===== config.mk =====
export PLATFORM = sky130hd
export DESIGN_NAME = hazard_unit
export DESIGN_NICKNAME = d
export VERILOG_FILES = /design/src/rtl/hazard_pkg.sv /design/src/rtl/hazard_unit_sat_counter.sv /design/src/rtl/hazard_unit.sv
export SDC_FILE = /design/constraint.sdc
export NUM_CORES = 1
export LEC_CHECK = 0
export ABC_AREA = 1
export BUFFER_PORTS_ARGS = -buffer_cell sky130_fd_sc_hd__buf_2
export CAP_MARGIN = 5
export CORE_ASPECT_RATIO = 0.8
export CORE_MARGIN = 3
export CORE_UTILIZATION = 56
export DETAILED_ROUTE_END_ITERATION = 10
export PLACE_DENSITY = 0.86
export SKIP_CTS_REPAIR_TIMING = 1
export SYNTH_ARGS = -nofsm -noshare
export SYNTH_HDL_FRONTEND = slang
export SYNTH_HIERARCHICAL = 1
export SYNTH_SLANG_ARGS = --single-unit

===== constraint.sdc =====
create_clock -name clk -period 3.6 [get_ports clk]
set_input_delay 0.18 -clock clk [delete_from_list [all_inputs] [get_ports clk]]
set_output_delay 0.18 -clock clk [all_outputs]
set_load 0.01 [all_outputs]

===== src/rtl/hazard_pkg.sv =====
`default_nettype none
// ============================================================================
// Module : hazard_pkg
// Brief  : Shared types, encodings and forwarding helper for hazard_unit.
// Rev    : 1.0  initial release
// ============================================================================
package hazard_pkg;

  typedef enum logic [1:0] {
    FWD_RF  = 2'b00,
    FWD_WB  = 2'b01,
    FWD_MEM = 2'b10
  } fwd_sel_e;

  typedef enum logic [0:0] {
    IDLE = 1'b0,
    WAIT = 1'b1
  } mem_state_e;

  localparam logic [1:0] RESULT_SRC_LOAD = 2'b01;

  // Memory-stage result is younger than Writeback, so it is checked first.
  function automatic fwd_sel_e fwd_select(
    input logic [4:0] rs,
    input logic [4:0] rd_m,
    input logic       wr_m,
    input logic [4:0] rd_w,
    input logic       wr_w
  );
    fwd_sel_e sel;
    sel = FWD_RF;
    if (wr_m && (rd_m != 5'd0) && (rd_m == rs)) begin
      sel = FWD_MEM;
    end else if (wr_w && (rd_w != 5'd0) && (rd_w == rs)) begin
      sel = FWD_WB;
    end
    return sel;
  endfunction

endpackage
`default_nettype wire


===== src/rtl/hazard_unit_sat_counter.sv =====
`default_nettype none
// ============================================================================
// Module : sat_counter
// Brief  : Up-counter that sticks at all-ones instead of wrapping.
// Rev    : 1.0  initial release
// ============================================================================
module sat_counter #(
  parameter int WIDTH = 16
) (
  input  logic             clk,
  input  logic             clr,
  input  logic             inc,
  output logic [WIDTH-1:0] count
);

  always_ff @(posedge clk) begin
    if (clr) begin
      count <= '0;
    end else if (inc && (count != {WIDTH{1'b1}})) begin
      count <= count + 1'b1;
    end
  end

endmodule
`default_nettype wire


===== src/rtl/hazard_unit.sv =====
`default_nettype none
// ============================================================================
// Module : hazard_unit
// Brief  : Forwarding, load-use / control hazard, memory-wait freeze and
//          saturating hazard statistics for the 5-stage pipeline.
// Rev    : 1.0  initial release
// ============================================================================
module hazard_unit
  import hazard_pkg::*;
#(
  parameter int CNT_WIDTH = 16,
  parameter int WAIT_MAX  = 255
) (
  input  logic                 clk,
  input  logic                 rst,
  input  logic [4:0]           Rs1D,
  input  logic [4:0]           Rs2D,
  input  logic [4:0]           Rs1E,
  input  logic [4:0]           Rs2E,
  input  logic [4:0]           RdE,
  input  logic [1:0]           ResultSrcE,
  input  logic                 PCSrcE,
  input  logic [4:0]           RdM,
  input  logic [4:0]           RdW,
  input  logic                 RegWriteM,
  input  logic                 RegWriteW,
  input  logic                 MemReqM,
  input  logic                 MemReadyM,
  output logic [1:0]           ForwardAE,
  output logic [1:0]           ForwardBE,
  output logic                 StallF,
  output logic                 StallD,
  output logic                 StallE,
  output logic                 StallM,
  output logic                 FlushD,
  output logic                 FlushE,
  output logic                 FlushW,
  output logic                 MemTimeout,
  output logic [CNT_WIDTH-1:0] StallCount,
  output logic [CNT_WIDTH-1:0] FlushCount
);

  localparam int             c_wcw      = (WAIT_MAX < 1) ? 1 : $clog2(WAIT_MAX + 1);
  localparam logic [c_wcw-1:0] c_wait_max = c_wcw'(WAIT_MAX);

  mem_state_e       r_state;
  logic [c_wcw-1:0] r_wait_cnt;
  logic             r_timeout;
  logic             r_init;

  logic             w_lw_stall;
  logic             w_mem_stall;
  logic [c_wcw-1:0] w_wait_nxt;

  assign ForwardAE = fwd_select(Rs1E, RdM, RegWriteM, RdW, RegWriteW);
  assign ForwardBE = fwd_select(Rs2E, RdM, RegWriteM, RdW, RegWriteW);

  assign w_lw_stall = (ResultSrcE == RESULT_SRC_LOAD) && (RdE != 5'd0) &&
                      ((RdE == Rs1D) || (RdE == Rs2D));

  // The request cycle itself already stalls; ready releases in the same cycle.
  assign w_mem_stall = (r_state == IDLE) ? (MemReqM && !MemReadyM) : !MemReadyM;

  assign w_wait_nxt = (r_wait_cnt == c_wait_max) ? r_wait_cnt : r_wait_cnt + 1'b1;

  always_ff @(posedge clk) begin
    if (rst) begin
      r_state    <= IDLE;
      r_wait_cnt <= '0;
      r_timeout  <= 1'b0;
      r_init     <= 1'b1;
    end else begin
      r_init <= 1'b0;
      case (r_state)
        IDLE: begin
          r_wait_cnt <= '0;
          if (MemReqM && !MemReadyM) begin
            r_state <= WAIT;
          end
        end
        WAIT: begin
          r_wait_cnt <= w_wait_nxt;
          if (w_wait_nxt == c_wait_max) begin
            r_timeout <= 1'b1;
          end
          if (MemReadyM) begin
            r_state <= IDLE;
          end
        end
        default: r_state <= IDLE;
      endcase
    end
  end

  assign MemTimeout = r_timeout;

  // A memory freeze must not bubble D/E: the held instructions are still live.
  always_comb begin
    StallF = 1'b0;
    StallD = 1'b0;
    StallE = 1'b0;
    StallM = 1'b0;
    FlushD = 1'b0;
    FlushE = 1'b0;
    FlushW = 1'b0;
    if (rst) begin
      FlushD = 1'b1;
      FlushE = 1'b1;
      FlushW = 1'b1;
    end else if (w_mem_stall) begin
      StallF = 1'b1;
      StallD = 1'b1;
      StallE = 1'b1;
      StallM = 1'b1;
      FlushW = 1'b1;
    end else begin
      StallF = w_lw_stall;
      StallD = w_lw_stall;
      FlushD = PCSrcE || r_init;
      FlushE = w_lw_stall || PCSrcE || r_init;
    end
  end

  sat_counter #(
    .WIDTH(CNT_WIDTH)
  ) u_stall_cnt (
    .clk  (clk),
    .clr  (rst),
    .inc  (StallF),
    .count(StallCount)
  );

  sat_counter #(
    .WIDTH(CNT_WIDTH)
  ) u_flush_cnt (
    .clk  (clk),
    .clr  (rst),
    .inc  (FlushE),
    .count(FlushCount)
  );

endmodule
`default_nettype wire

==> summary.md <==
| Metric | Value |
|---|---|
| Commonest non-fill, non-tap cell in the layout | `nand2_1` |
| Largest family of logic cells by synthesized area | `simple AND/OR/NAND/NOR gates` |
| Top cell type's share of synthesized area | `29.8%` |
| Die Area | `6070 sq um` |
| CTS tree | `done` |
| Clock latency at the later pin of the worst-skew pair | `roughly 0.3 ns` |
| Io pins | `approximately 90` |
| DRT iter0 DRCs | `147` |
| Peak VDD IR | `roughly 0.18 mV` |
| Adder-cell share of the synthesized area | `around 1.3%` |
| Metal-1 WL | `between 3000 and 4000 um` |
| RSZ-0062 raised after global routing | `no` |
| Final Hold Fails | `0` |
| Initial antenna violation count | `0` |
| Cell area power density | `~270 nW/um^2` |
| DRC Markers | `0` |
| Core Area | `4790 sq um` |
| Met2 routed WL | `roughly 3200 um` |
| Die height | `70.3 um` |
| Post-DRT Antenna Nets | `0` |
| Leakage | `1.61 nW` |
| Synth Cell Area | `around 2900 sq um` |
| Fmax | `slightly above 500 MHz` |
| Vias per cell | `5.17` |
| Slowest cell on crit path | `dfxtp_1` |
| Initial core utilization | `between 60% and 70%` |
| Worst path most repeated cell | `nor2_1` |
| Die Span X | `about 86 um` |
| Fin crit share | `~53%` |
| Xor and xnor fraction of the mapped netlist area | `9.09%` |
| Synth top area cells | `dfxtp_1 30%, nand2_1 16%, nor2_1 12%` |
| Final nets | `586` |
| Num CTS Buffers | `5` |
| Hold Crit Class | `in -> reg` |
| Detail-routed net length per standard cell | `11.7 um` |
| Area growth syn-to-layout | `19.2%` |
| Synth Area per Inst | `roughly 6.4 sq um` |
| Clock skew | `between 0.003 and 0.004 ns` |
| Total gr overflow | `0` |
| Placed Instance Area | `3360 sq um` |
| Seq/Total Area, Yosys | `29.8%` |
| First-pass GRT wire length | `approximately 12000 um` |
| Fillcell total | `around 440` |
| Vias | `3101` |
| CTS max path bufs | `2` |
| Sum Neg Setup Slack | `0 ns` |
| Synth Area in Compound Gates | `5.41%` |
| Clk root buf | `clkbuf_8` |
| Cell chain of the critical path | `nor2_1 -> nor2_1 -> inv_2 -> nor2_1 -> inv_1 -> nand2_1 -> nand3_1 -> or2_0 -> nor2_1 -> nand3_1 -> nand2_1 -> nor2_1` |
| Worst-Margin Slew | `approximately 0.51 ns` |
| Critical Path Start Type | `register` |
| #FFs+latches synth | `43` |
| Gr usage total | `23.3%` |
| Simple-Gate Fraction of Synth Area | `about half` |
| Synth Instances | `approximately 450` |
| Slowest Stage Delay on Critical Path | `around 0.35 ns` |
| Top sig layer | `met4` |
| Drt total wl | `approximately 7000 um` |
| CP arrival | `2.12 ns` |
| Count of input and output buffers | `87` |
| Worst setup EP type | `register` |
| Most frequent cells in the layout | `124 x nand2_1, 93 x nor2_1, 87 x buf_2` |
| Number of global-route vias before repair | `roughly 2800` |
| Clock slew at reported path FFs | `about 0.08 ns` |
| CP Class | `reg -> reg` |
| Ys Warns | `6` |
| CP required | `3.80 ns` |
| Fraction of layout cells with a size suffix above 1 | `roughly a quarter` |
| Post-synthesis mux area share | `0%` |
| DR pass1 iterations | `4` |
| Crit path max fanout | `10` |
| Max-cap viol count | `0` |
| Final hold slack | `0.104 ns` |
| Post-DP HPWL | `between 5000 and 6000 um` |
| Htree depth | `2` |
| Endpoints failing setup | `0` |
| Clock sink count | `between 40 and 50` |
| Slew margin rel. | `between 60% and 70%` |
| Post-route cell area | `approximately 3400 sq um` |
| Outcome | `finished, final reports clean` |
| Mapped Nets | `~500` |
| Cell variety after synth | `33` |
| Cell row count | `22` |
| Tmin final | `~1.9 ns` |
| Routed wl met3 | `roughly 490 um` |
| Post-Layout Cell Count | `600` |
| Final Power | `between 0.9 and 1 mW` |
| Largest net degree at the start of global routing | `17` |
| Ant diodes | `0` |
| Placer Congestion | `0.857` |
| Slew Limit Fails | `0` |
| Placed cell count | `a little under 600` |
| Largest area contributor in the netlist | `dfxtp_1` |
synth_stat cells:
cell and count:
a21boi_1 1, a21oi_1 19, a21oi_2 1, a31oi_1 1, buf_2 2, buf_4 2
clkbuf_4 2, clkinv_2 1, dfxtp_1 43, ha_1 3, inv_1 31, inv_2 1
nand2_1 124, nand2_2 6, nand2_4 1, nand3_1 35, nand3_2 2, nand3b_1 1
nand4_1 10, nor2_1 93, nor2_2 20, nor2_4 4, nor2_8 3, nor3_1 5
nor4_1 2, o2111ai_1 1, o21ai_0 1, o21ai_1 2, o21bai_1 1, o31ai_1 1
or2_0 2, xnor2_1 16, xor2_1 14
where the power goes:
| group | internal, mW | switching (mW) | total, mW |
|---|---|---|---|
| combinational | 0.0595 | 0.0741 | 0.134 |
| sequential | 0.482 | 0.00751 | 0.489 |
| clock | 0.136 | 0.169 | 0.304 |
| total | 0.677 | 0.250 | 0.927 |
sequential cells by signal, summed over array words and instances, names as in the netlist:
name	cells
u_flush_cnt/count	16
r_init	1
r_state	1
r_wait_cnt	8
MemTimeout	1
u_stall_cnt/count	16
per-layer routing:
layer	GRT usage (%)	vias to the layer above
met5	0	-
met4	7.44	0
met3	3.89	5
met2	40.0	101
met1	29.4	1383
li1	-	1612
logic make-up (layout without fill, tap and decap cells):
group,Yosys count,after routing
simple gates,308,308
compound gates,28,28
fa+ha+maj,3,3
xor+xnor,30,30
flops,43,43
buf+inv,39,128
path summary, 6_finish.rpt:
check                           from                            endpoint  slack, ns  cells past startpoint
max               r_state$_SDFF_PP0_  u_stall_cnt/count[13]$_SDFFE_PP0P_       1.68                     12
min                              rst                      r_init$_DFF_P_       0.10                      1
max reg2reg       r_state$_SDFF_PP0_  u_stall_cnt/count[13]$_SDFFE_PP0P_       1.68                     12
min reg2reg  MemTimeout$_SDFFE_PP0P_             MemTimeout$_SDFFE_PP0P_       0.46                      2
critical path, delay by kind of cell (launching register included):
kind / cells / cell delay, ns
flip-flops: 1 / 0.35
buffers and inverters: 2 / 0.14
AND/OR/NAND/NOR: 10 / 1.33
cell type report:
cell class	instances	area, sq um	share of cell area [%]
well taps	60	75.1	2.18
inverters	33	125	3.63
clock buffers	6	72.6	2.11
repair buffers	87	435	12.6
clock inverters	2	12.5	0.363
multi-input cells	369	1870	54.1
flip-flops and latches	43	861	25.0
through the flow:
| stage | worst slack, ns | util (%) |
|---|---|---|
| floorplan | 1.75 | - |
| global placement | 1.76 | 70.2 |
| detailed placement | 1.66 | 70.2 |
| CTS | 1.70 | 72.0 |
| global route | 1.44 | 72.0 |
| finish | 1.68 | 72.0 |
Power figures use the tool's default switching activity.
